[src/rtl/riscv_pkg.sv]
// Shared RV32IM definitions: opcodes, ALUOp encodings and the decoder control bundle
// that travels through the ID/EX and EX/MEM pipeline registers.
package riscv_pkg;

    localparam logic [6:0] OPC_R      = 7'b0110011;
    localparam logic [6:0] OPC_I_ALU  = 7'b0010011;
    localparam logic [6:0] OPC_LOAD   = 7'b0000011;
    localparam logic [6:0] OPC_STORE  = 7'b0100011;
    localparam logic [6:0] OPC_BRANCH = 7'b1100011;
    localparam logic [6:0] OPC_JAL    = 7'b1101111;

    localparam logic [1:0] ALUOP_ADD   = 2'b00;
    localparam logic [1:0] ALUOP_SUB   = 2'b01;
    localparam logic [1:0] ALUOP_FUNCT = 2'b10;

    typedef struct packed {
        logic       reg_write;
        logic       mem_write;
        logic       mem_to_reg;
        logic       branch;
        logic       jump;
        logic       alu_src;
        logic [1:0] alu_op;
    } ctrl_t;

    // What the ID/EX register does on the next edge, highest priority first.
    typedef enum logic [1:0] {
        ACT_FLUSH  = 2'd0,
        ACT_HOLD   = 2'd1,
        ACT_BUBBLE = 2'd2,
        ACT_LOAD   = 2'd3
    } action_e;

endpackage

[src/rtl/id_ex_stage_hazard_detect.sv]
// Load-use hazard detection: the instruction in ID reads a register that the load
// currently in EX has not produced yet.
module hazard_detect
    import riscv_pkg::*;
(
    input  logic       id_valid,
    input  logic [6:0] id_opcode,
    input  logic [4:0] id_rs1,
    input  logic [4:0] id_rs2,
    input  logic       ex_valid,
    input  logic       ex_mem_to_reg,
    input  logic [4:0] ex_rd,
    output logic       uses_rs1,
    output logic       uses_rs2,
    output logic       load_use
);

    logic rs1_match;
    logic rs2_match;

    always_comb begin
        uses_rs1 = 1'b0;
        uses_rs2 = 1'b0;
        case (id_opcode)
            OPC_R, OPC_STORE, OPC_BRANCH: begin
                uses_rs1 = 1'b1;
                uses_rs2 = 1'b1;
            end
            OPC_I_ALU, OPC_LOAD: begin
                uses_rs1 = 1'b1;
            end
            default: begin
            end
        endcase

        rs1_match = uses_rs1 && (ex_rd == id_rs1);
        rs2_match = uses_rs2 && (ex_rd == id_rs2);
        // x0 is never a real destination, so a load to x0 cannot create a hazard.
        load_use  = ex_valid && ex_mem_to_reg && (ex_rd != 5'd0) && id_valid
                    && (rs1_match || rs2_match);
    end

endmodule

[src/rtl/id_ex_stage.sv]
// ID/EX pipeline register with flush/hold/bubble control and saturating
// performance counters for the five-stage RV32IM core.
module id_ex_stage
    import riscv_pkg::*;
#(
    parameter int XLEN  = 32,
    parameter int CNT_W = 32
) (
    input  logic             clk,
    input  logic             rst_n,
    input  logic             id_valid,
    input  logic [6:0]       id_opcode,
    input  logic [XLEN-1:0]  id_pc,
    input  logic [XLEN-1:0]  id_rs1_data,
    input  logic [XLEN-1:0]  id_rs2_data,
    input  logic [XLEN-1:0]  id_imm,
    input  logic [4:0]       id_rs1,
    input  logic [4:0]       id_rs2,
    input  logic [4:0]       id_rd,
    input  logic [2:0]       id_funct3,
    input  logic [6:0]       id_funct7,
    input  logic             id_RegWrite,
    input  logic             id_MemWrite,
    input  logic             id_MemtoReg,
    input  logic             id_Branch,
    input  logic             id_Jump,
    input  logic             id_ALUSrc,
    input  logic [1:0]       id_ALUOp,
    input  logic             ex_flush,
    input  logic             ex_busy,
    output logic             ex_valid,
    output logic [XLEN-1:0]  ex_pc,
    output logic [XLEN-1:0]  ex_rs1_data,
    output logic [XLEN-1:0]  ex_rs2_data,
    output logic [XLEN-1:0]  ex_imm,
    output logic [4:0]       ex_rs1,
    output logic [4:0]       ex_rs2,
    output logic [4:0]       ex_rd,
    output logic [2:0]       ex_funct3,
    output logic [6:0]       ex_funct7,
    output logic             ex_RegWrite,
    output logic             ex_MemWrite,
    output logic             ex_MemtoReg,
    output logic             ex_Branch,
    output logic             ex_Jump,
    output logic             ex_ALUSrc,
    output logic [1:0]       ex_ALUOp,
    output logic             stall_if_id,
    output logic [CNT_W-1:0] cnt_cycles,
    output logic [CNT_W-1:0] cnt_issued,
    output logic [CNT_W-1:0] cnt_bubbles,
    output logic [CNT_W-1:0] cnt_flushes,
    output logic [CNT_W-1:0] cnt_holds
);

    localparam logic [CNT_W-1:0] CNT_ONE = {{(CNT_W-1){1'b0}}, 1'b1};

    logic            valid_q, valid_d;
    ctrl_t           ctrl_q, ctrl_d;
    ctrl_t           id_ctrl;
    logic [XLEN-1:0] pc_q, pc_d;
    logic [XLEN-1:0] rs1_data_q, rs1_data_d;
    logic [XLEN-1:0] rs2_data_q, rs2_data_d;
    logic [XLEN-1:0] imm_q, imm_d;
    logic [4:0]      rs1_q, rs1_d;
    logic [4:0]      rs2_q, rs2_d;
    logic [4:0]      rd_q, rd_d;
    logic [2:0]      funct3_q, funct3_d;
    logic [6:0]      funct7_q, funct7_d;

    logic [CNT_W-1:0] cycles_q, cycles_d;
    logic [CNT_W-1:0] issued_q, issued_d;
    logic [CNT_W-1:0] bubbles_q, bubbles_d;
    logic [CNT_W-1:0] flushes_q, flushes_d;
    logic [CNT_W-1:0] holds_q, holds_d;

    logic    uses_rs1;
    logic    uses_rs2;
    logic    load_use;
    action_e action;

    hazard_detect u_hazard_detect (
        .id_valid      (id_valid),
        .id_opcode     (id_opcode),
        .id_rs1        (id_rs1),
        .id_rs2        (id_rs2),
        .ex_valid      (valid_q),
        .ex_mem_to_reg (ctrl_q.mem_to_reg),
        .ex_rd         (rd_q),
        .uses_rs1      (uses_rs1),
        .uses_rs2      (uses_rs2),
        .load_use      (load_use)
    );

    function automatic logic [CNT_W-1:0] sat_inc(input logic [CNT_W-1:0] v);
        return (&v) ? v : v + CNT_ONE;
    endfunction

    always_comb begin
        id_ctrl.reg_write  = id_RegWrite;
        id_ctrl.mem_write  = id_MemWrite;
        id_ctrl.mem_to_reg = id_MemtoReg;
        id_ctrl.branch     = id_Branch;
        id_ctrl.jump       = id_Jump;
        id_ctrl.alu_src    = id_ALUSrc;
        id_ctrl.alu_op     = id_ALUOp;

        if (ex_flush) begin
            action = ACT_FLUSH;
        end else if (ex_busy) begin
            action = ACT_HOLD;
        end else if (load_use) begin
            action = ACT_BUBBLE;
        end else begin
            action = ACT_LOAD;
        end

        // A redirect replaces IF/ID, so a flush never stalls even if a hazard is visible.
        stall_if_id = !ex_flush && (ex_busy || load_use);
    end

    always_comb begin
        valid_d    = valid_q;
        ctrl_d     = ctrl_q;
        pc_d       = pc_q;
        rs1_data_d = rs1_data_q;
        rs2_data_d = rs2_data_q;
        imm_d      = imm_q;
        rs1_d      = rs1_q;
        rs2_d      = rs2_q;
        rd_d       = rd_q;
        funct3_d   = funct3_q;
        funct7_d   = funct7_q;

        case (action)
            ACT_FLUSH, ACT_BUBBLE: begin
                // Zeroed controls keep a killed slot from writing registers or memory.
                valid_d = 1'b0;
                ctrl_d  = '0;
            end
            ACT_LOAD: begin
                valid_d    = id_valid;
                ctrl_d     = id_valid ? id_ctrl : '0;
                pc_d       = id_pc;
                rs1_data_d = id_rs1_data;
                rs2_data_d = id_rs2_data;
                imm_d      = id_imm;
                rs1_d      = id_rs1;
                rs2_d      = id_rs2;
                rd_d       = id_rd;
                funct3_d   = id_funct3;
                funct7_d   = id_funct7;
            end
            default: begin
            end
        endcase

        cycles_d  = sat_inc(cycles_q);
        issued_d  = (action == ACT_LOAD && id_valid) ? sat_inc(issued_q) : issued_q;
        bubbles_d = (action == ACT_BUBBLE) ? sat_inc(bubbles_q) : bubbles_q;
        flushes_d = (action == ACT_FLUSH)  ? sat_inc(flushes_q) : flushes_q;
        holds_d   = (action == ACT_HOLD)   ? sat_inc(holds_q)   : holds_q;
    end

    always_ff @(posedge clk) begin
        if (!rst_n) begin
            valid_q    <= 1'b0;
            ctrl_q     <= '0;
            pc_q       <= '0;
            rs1_data_q <= '0;
            rs2_data_q <= '0;
            imm_q      <= '0;
            rs1_q      <= '0;
            rs2_q      <= '0;
            rd_q       <= '0;
            funct3_q   <= '0;
            funct7_q   <= '0;
            cycles_q   <= '0;
            issued_q   <= '0;
            bubbles_q  <= '0;
            flushes_q  <= '0;
            holds_q    <= '0;
        end else begin
            valid_q    <= valid_d;
            ctrl_q     <= ctrl_d;
            pc_q       <= pc_d;
            rs1_data_q <= rs1_data_d;
            rs2_data_q <= rs2_data_d;
            imm_q      <= imm_d;
            rs1_q      <= rs1_d;
            rs2_q      <= rs2_d;
            rd_q       <= rd_d;
            funct3_q   <= funct3_d;
            funct7_q   <= funct7_d;
            cycles_q   <= cycles_d;
            issued_q   <= issued_d;
            bubbles_q  <= bubbles_d;
            flushes_q  <= flushes_d;
            holds_q    <= holds_d;
        end
    end

    assign ex_valid    = valid_q;
    assign ex_pc       = pc_q;
    assign ex_rs1_data = rs1_data_q;
    assign ex_rs2_data = rs2_data_q;
    assign ex_imm      = imm_q;
    assign ex_rs1      = rs1_q;
    assign ex_rs2      = rs2_q;
    assign ex_rd       = rd_q;
    assign ex_funct3   = funct3_q;
    assign ex_funct7   = funct7_q;
    assign ex_RegWrite = ctrl_q.reg_write;
    assign ex_MemWrite = ctrl_q.mem_write;
    assign ex_MemtoReg = ctrl_q.mem_to_reg;
    assign ex_Branch   = ctrl_q.branch;
    assign ex_Jump     = ctrl_q.jump;
    assign ex_ALUSrc   = ctrl_q.alu_src;
    assign ex_ALUOp    = ctrl_q.alu_op;
    assign cnt_cycles  = cycles_q;
    assign cnt_issued  = issued_q;
    assign cnt_bubbles = bubbles_q;
    assign cnt_flushes = flushes_q;
    assign cnt_holds   = holds_q;

endmodule

[config.mk]
export PLATFORM = sky130hd
export DESIGN_NAME = id_ex_stage
export DESIGN_NICKNAME = d
export VERILOG_FILES = /design/src/rtl/riscv_pkg.sv /design/src/rtl/id_ex_stage_hazard_detect.sv /design/src/rtl/id_ex_stage.sv
export SDC_FILE = /design/constraint.sdc
export NUM_CORES = 1
export LEC_CHECK = 0
export BUFFER_PORTS_ARGS = -buffer_cell sky130_fd_sc_hd__buf_2
export CAP_MARGIN = 30
export CORE_MARGIN = 3
export CORE_UTILIZATION = 33
export DETAILED_ROUTE_END_ITERATION = 10
export SYNTH_ARGS = -nofsm -noshare
export SYNTH_HDL_FRONTEND = slang
export SYNTH_SLANG_ARGS = --single-unit
[constraint.sdc]
create_clock -name clk -period 2 [get_ports clk]
set_input_delay 0.2 -clock clk [delete_from_list [all_inputs] [get_ports clk]]
set_output_delay 0.2 -clock clk [all_outputs]
set_load 0.005 [all_outputs]
==> metrics.md, run 1 <==
| Metric | Value |
|---|---|
| Setup crit end kind | flip-flop |
| YS warnings | 0 |
| Root Driver | clkbuf_16 |
| Max cap viols | 0 |
| Vias | 15900 |
| Final period util | 1.18 |
| Iter 0 DRT Violations | between 1000 and 1500 |
| WS Path Type | flip-flop to flip-flop |
| Synth Instances | 1678 |
| Placer Congestion | approximately 0.91 |
| WP data required | 2470 ps |
| Placed cell count | 2782 |
| Die Span Y | between 200 and 250 um |
| Initial antenna violation count | 2 |
| Vias in the first global route | 15500 |
| Average wire per standard cell | about 18 um |
| Yosys top cell area share | 0.472 |
| Synth Register Bits | 322 |
| Critical path peak fanout | 7 |
| Cell area power density | 679 nW/um^2 |
| Clk_skew | 17.3 ps |
| DP Area | around 18000 um^2 |
| VDD IR max | 0.552 mV |
| Rows | 73 |
| Pleak | 10.0 nW |
| Via density | just over 5 |
| Final hold vios | 0 |
| Max clock buf depth | 3 |
| Worst Tran Pin Value | 639 ps |
| Fin cells | roughly 3100 |
| DRC violations left | 0 |
| Share of cells above drive strength 1 | 0.386 |
| Synth async-reset ratio | 0 |
| Power Total | 15.6 mW |
| Minimum clock period | 2350 ps |
| Synth area leaders | dfxtp_1 (47%), nand2_1 (11%), a21oi_1 (7.9%), nand4_1 (3.0%), nand3_1 (2.6%) |
| Worst-Skew Late Latency | 540 ps |
| Slew Limit Fails | 0 |
| Min-delay worst type | input pin to flip-flop |
| DRT Pass-1 Iters | 5 |
| Final wirelength | 55.4 mm |
| Count of nets after finishing | around 2700 |
| WP data arrival | 2820 ps |
| Mapped Area | 13700 um^2 |
| Avg Cell Area, Syn | a little over 8 um^2 |
| Slack of the critical path | -351 ps |
| Starting Density | 0.339 |
| Syn Nets | about 1900 |
| ANT nets after route | 0 |
| CTS sink cnt | 322 |
| CTS tree | done |
| Pin count of the biggest net entering global routing | 107 |
| Core area | 40300 um^2 |
| Startpoint Class | flip-flop |
| Setup violators final | around 220 |
| RSZ-0062 raised after global routing | true |
| Relative slew slack | 0.574 |
| Run status | finished with violations |
| Clock slew at reported path FFs | approximately 60 ps |
| Post-synth top area cell | dfxtp_1 |
| TritonCTS buffer count | 38 |
| Synth Flop Type | dfxtp_1 |
| Port bufs | 495 |
| Fillers | about 3400 |
| Post-synth EDFFs | 0 |
| Final Cell Area | 22900 um^2 |
| First-pass GRT wire length | 84.3 mm |
| Full die area | approximately 44000 um^2 |
| Sequential fraction of the synthesis area | 0.472 |
| I/O pin count | about 500 |
| All-layer global routing usage | 0.235 |
| Fmax | about 0.43 GHz |
| Area Overhead vs Synth | 67.9% |
| Die W | 209 um |
| Failing checks | setup timing |
| H-tree depth | 2 |
| Netlist cell types | 61 |
| Gr ovfl total | 0 |
| HPWL Detailed | 35.5 mm |
-- worst paths after layout --
| check | from | endpoint | slack [ps] | cells after the start |
|---|---|---|---|---|
| setup / recovery | ex_rd[3] | cnt_bubbles[10] | -350 | 9 |
| hold / removal | rst_n | cnt_bubbles[0] | 120 | 3 |
| setup reg to reg | ex_rd[3] | cnt_bubbles[10] | -350 | 9 |
| hold reg to reg | ex_pc[14] | ex_pc[14] | 450 | 2 |
-- synth_stat cells (all sizes together) (8+ instances only) --
cell type,number
nand2,389
mux2i,21
xnor2,33
or3,40
or4,30
a21oi,216
xor2,40
dfxtp,322
clkbuf,68
nor2,85
and2,16
nor3,24
and3,22
buf,31
nand2b,21
nand4,67
nor4,18
inv,13
o211ai,9
and4,25
nand3,71
o31ai,26
o21ai,44
a22o,8
-- critical path, stage by stage (launching register included) --
cell and delay [ps]:
dfxtp_2 320, buf_6 130, xnor2_2 150, nand4_1 190
buf_4 190, o22ai_4 190, nand3_4 240, buf_12 230
or4_4 510, a21oi_2 150
-- cells by family (layout without fill, tap and decap cells) --
kind of cell	after synthesis	count (layout)	share of synthesized area
xor+xnor	73	73	0.0468
compound gates	324	324	0.133
mux	21	21	0.0154
simple gates	821	821	0.294
other cells	0	2	0
flops	322	322	0.472
fa+ha+maj	5	5	0.00458
buf+inv	112	986	0.0346
-- area by class of cell --
cell class	instances	area [um^2]	area share
multi-input combinational	1244	7710	0.336
timing repair buffer	904	6710	0.293
sequential	322	6460	0.282
clock buffer	58	1170	0.0510
tap	525	657	0.0286
clock inverter	11	161	0.00704
inverter	13	56.3	0.00246
antenna	2	5.00	0.000218
-- layout by cell type (no fill, tap or decap), types with 12 or more instances in the layout --
master         instances
a21oi_1              165
a21oi_2               51
and2_1                16
and3_1                21
and4_1                21
buf_12                26
buf_16                14
buf_2                496
buf_4                177
buf_6                 22
clkbuf_16             43
dfxtp_1              313
dlygate4sd3_1        162
inv_1                 12
mux2i_1               21
nand2_1              353
nand2_4               29
nand2b_1              21
nand3_1               65
nand4_1               66
nor2_1                79
o21ai_0               37
o31ai_1               21
or3_1                 37
or4_1                 18
or4_4                 12
xnor2_1               28
xor2_1                40
-- power by group --
part           switching (mW)  internal (mW)
combinational           0.772          0.809
sequential             0.0906           6.58
clock                    2.77           4.55
-- flip-flops by register name, summed over array words and instances (netlist names) --
register     flops
ex_ALUOp         2
ex_RegWrite      1
ex_ALUSrc        1
cnt_cycles      32
ex_funct7        7
ex_rs1           5
ex_valid         1
ex_rs2           5
ex_rs2_data     32
cnt_bubbles     32
ex_pc           32
ex_rs1_data     32
ex_imm          32
ex_rd            5
cnt_issued      32
ex_funct3        3
ex_MemtoReg      1
cnt_holds       32
ex_Branch        1
ex_Jump          1
ex_MemWrite      1
cnt_flushes     32
-- through the flow --
step	util	hold slack, ps	setup TNS (ps)	worst slack, ps
finish	0.569	124	-42200	-351
global route	0.569	131	-67240	-464
CTS	0.561	117	-30120	-299
detailed placement	0.446	417	-27460	-370
global placement	0.446	412	-25450	-339
floorplan	-	326	-0.390	-0.390
-- what timing repair did --
action / CTS / global route
gates resized for setup: 215 / 65
pin swaps: 131 / 31
hold endpoints to repair: 162 / 0
setup endpoints to repair: 218 / 271
buffers inserted: 30 / 22
hold buffers: 162 / 0
cloned: 18 / 4
-- routing by layer --
metal / vias to the layer above / routed length (um) / global-route usage
met2: 643 / 27700 / 0.409
met3: 151 / 4160 / 0.0581
li1: 7588 / - / -
met5: - / 0 / 0
met1: 7531 / 21200 / 0.275
met4: 0 / 2290 / 0.105
Note: power is estimated with default switching activity, not from simulation.
==> run 2: changes to the inputs <==
SETUP_SLACK_MARGIN = 0.02   (was unset)
==> run 2 against run 1 <==
The flow still finishes with violations (setup timing). Wire length increased by 4.9%. Register-to-register slack better by 60 ps. Hold slack gained 25 ps. Total power grew 2.9%. Setup slack gained 61 ps. Sequential power is essentially flat. Combinational power increased by 15%. Sequential cell count did not move. Critical endpoint is now ex_pc[24].
==> metrics.md, run 2 (synthesis gave the netlist of run 1 again) <==
| Metric | Value |
|---|---|
| CP max stage cell | or4_4 |
| First-pass GRT wire length | 84.6 mm |
| Proportion of power drawn by the clock network | 0.469 |
| Reg2reg path depth | 12 |
| Fmax | 0.437 GHz |
| Hold Crit Depth | 3 |
| Min-delay worst type | input pin to flip-flop |
| Via density | 5.21 |
| Failing checks | setup timing |
| HPWL Detailed | 36.4 mm |
| Sequential share of power | 0.417 |
| Count of nets after finishing | roughly 2700 |
| Hold wc startpoint | rst_n |
| Max cap viols | 0 |
| Rows | 73 |
| Net Switching | 3.84 mW |
| Slack of the critical path | -290 ps |
| Final wirelength | 58.1 mm |
| WS Path Type | flip-flop to flip-flop |
| Setup crit end kind | flip-flop |
| Finished Core Util | 0.590 |
| Cell area power density | 674 nW/um^2 |
| Setup TNS | -31220 ps |
| Pin count of the biggest net entering global routing | around 110 |
| Root Driver | clkbuf_16 |
| Gr ovfl total | 0 |
| Iter 0 DRT Violations | 1059 |
| DRT Pass-1 Iters | 5 |
| Vias | 16200 |
| H-tree depth | 2 |
| Placer Congestion | 0.895 |
| ANT nets after route | 0 |
| VDD IR max | 0.626 mV |
| Switching share of power | 0.239 |
| Worst Tran Pin Value | 603 ps |
| Int Pwr | 12.2 mW |
| Placed cell count | 2804 |
| Slew Limit Fails | 0 |
| All-layer global routing usage | 0.237 |
| Starting Density | 0.339 |
| Crit path cell chain | or4_4, nor2_4, nor4_4, buf_4, a21boi_4, buf_12, buf_16, buf_8, buf_12, buf_16, nand2_4, a21oi_2 |
| Most common cell after layout, fill and taps aside | buf_2 |
| RSZ-0062 raised after global routing | true |
| Fillers | roughly 3400 |
| Startpoint Class | flip-flop |
| Worst R2R Start | ex_rd[2] |
| Most frequent cells in the layout | buf_2 (497), dfxtp_1 (303), nand2_1 (299) |
| Average wire per standard cell | 18.7 um |
| Multi-input gate area | 8020 um^2 |
| Power Total | 16.0 mW |
| WP data arrival | 2760 ps |
| Setup violators final | roughly 210 |
| Area Overhead vs Synth | 74.0% |
| R2R Path End | ex_pc[24] |
| Largest stage delay, worst path | 550 ps |
| FF-to-FF setup slack | -290 ps |
| Relative slew slack | 0.598 |
| Run status | finished with violations |
| Max clock buf depth | 3 |
| Clock slew at reported path FFs | 60 ps |
| DRC violations left | 0 |
| CTS tree | done |
| Vias in the first global route | 15600 |
| Final period util | 1.15 |
| Logic gate share of total power | 0.114 |
| Initial antenna violation count | 2 |
| I/O pin count | 496 |
| Minimum clock period | 2290 ps |
| Die W | 209 um |
| Fin cells | 3111 |
| WP data required | 2470 ps |
| Critical path peak fanout | 5 |
| CTS sink cnt | 322 |
| Worst-Skew Late Latency | 550 ps |
| Pleak | ~10 nW |
| Clk_skew | 16.6 ps |
| Port bufs | 495 |
| TritonCTS buffer count | 38 |
| Share of cells above drive strength 1 | 0.432 |
| Die Span Y | 209 um |
| FF+latch area | 6470 um^2 |
| Final hold vios | 0 |
| Worst Hold End | cnt_bubbles[19] |
| Full die area | 43900 um^2 |
| Core area | 40300 um^2 |
==> run 2: power by group through the flow <==
stage	sequential (mW)	combinational, mW	clock (mW)
after floorplan	6.81	0.414	0
after global placement	6.80	1.05	0
after detailed placement	6.80	1.06	0
after CTS	6.67	1.60	7.62
after global routing	6.69	1.93	7.86
final	6.68	1.82	7.52
==> run 2: worst max-delay path, delay by kind of cell (launching register included) <==
kind,cells,cell delay (ps)
buffers and inverters,6,760
flip-flops,1,320
AND/OR/NAND/NOR,4,800
AO/OA/AOI/OAI,2,310
==> run 2: worst max-delay path by stage <==
stage                     startpoint              end  slack (ps)
after floorplan             ex_rd[2]  cnt_bubbles[24]          20
after global placement      ex_rd[3]         ex_rd[0]        -330
after detailed placement    ex_rd[3]         ex_rd[0]        -290
after CTS                   ex_rd[3]      stall_if_id        -260
after global routing        ex_rd[2]        ex_pc[28]        -370
final                       ex_rd[2]        ex_pc[24]        -290
==> run 2: metal layers <==
metal	up-vias	GRT usage	wire (um)
met4	0	0.103	2550
met3	175	0.0448	3960
li1	7665	-	-
met1	7700	0.286	22800
met5	-	0	0
met2	679	0.412	28800
==> run 2: through the flow <==
step | hold slack [ps] | worst slack, ps | area [um^2]
after floorplan | 326 | 16.7 | 13700
after global placement | 411 | -334 | 18200
after detailed placement | 418 | -290 | 18200
after CTS | 99.9 | -255 | 22500
after global routing | 149 | -366 | 23800
final | 149 | -290 | 23800
==> run 2: layout make-up <==
class                      instances  share of cell area
antenna                            2            0.000211
clock buffer                      58              0.0505
clock inverter                    12             0.00700
inverter                          13             0.00237
multi-input combinational       1244               0.338
sequential                       322               0.272
tap                              525              0.0276
timing repair buffer             935               0.302
==> run 2: what timing repair did <==
| action | 4_1_cts | 5_1_grt |
|---|---|---|
| gates resized for setup | 121 | 277 |
| pin swaps | 40 | 154 |
| hold endpoints to repair | 162 | 0 |
| endpoints found under the setup margin | 221 | 280 |
| hold buffers | 162 | 0 |
| buffers inserted | 32 | 20 |
| cloned | 20 | 11 |
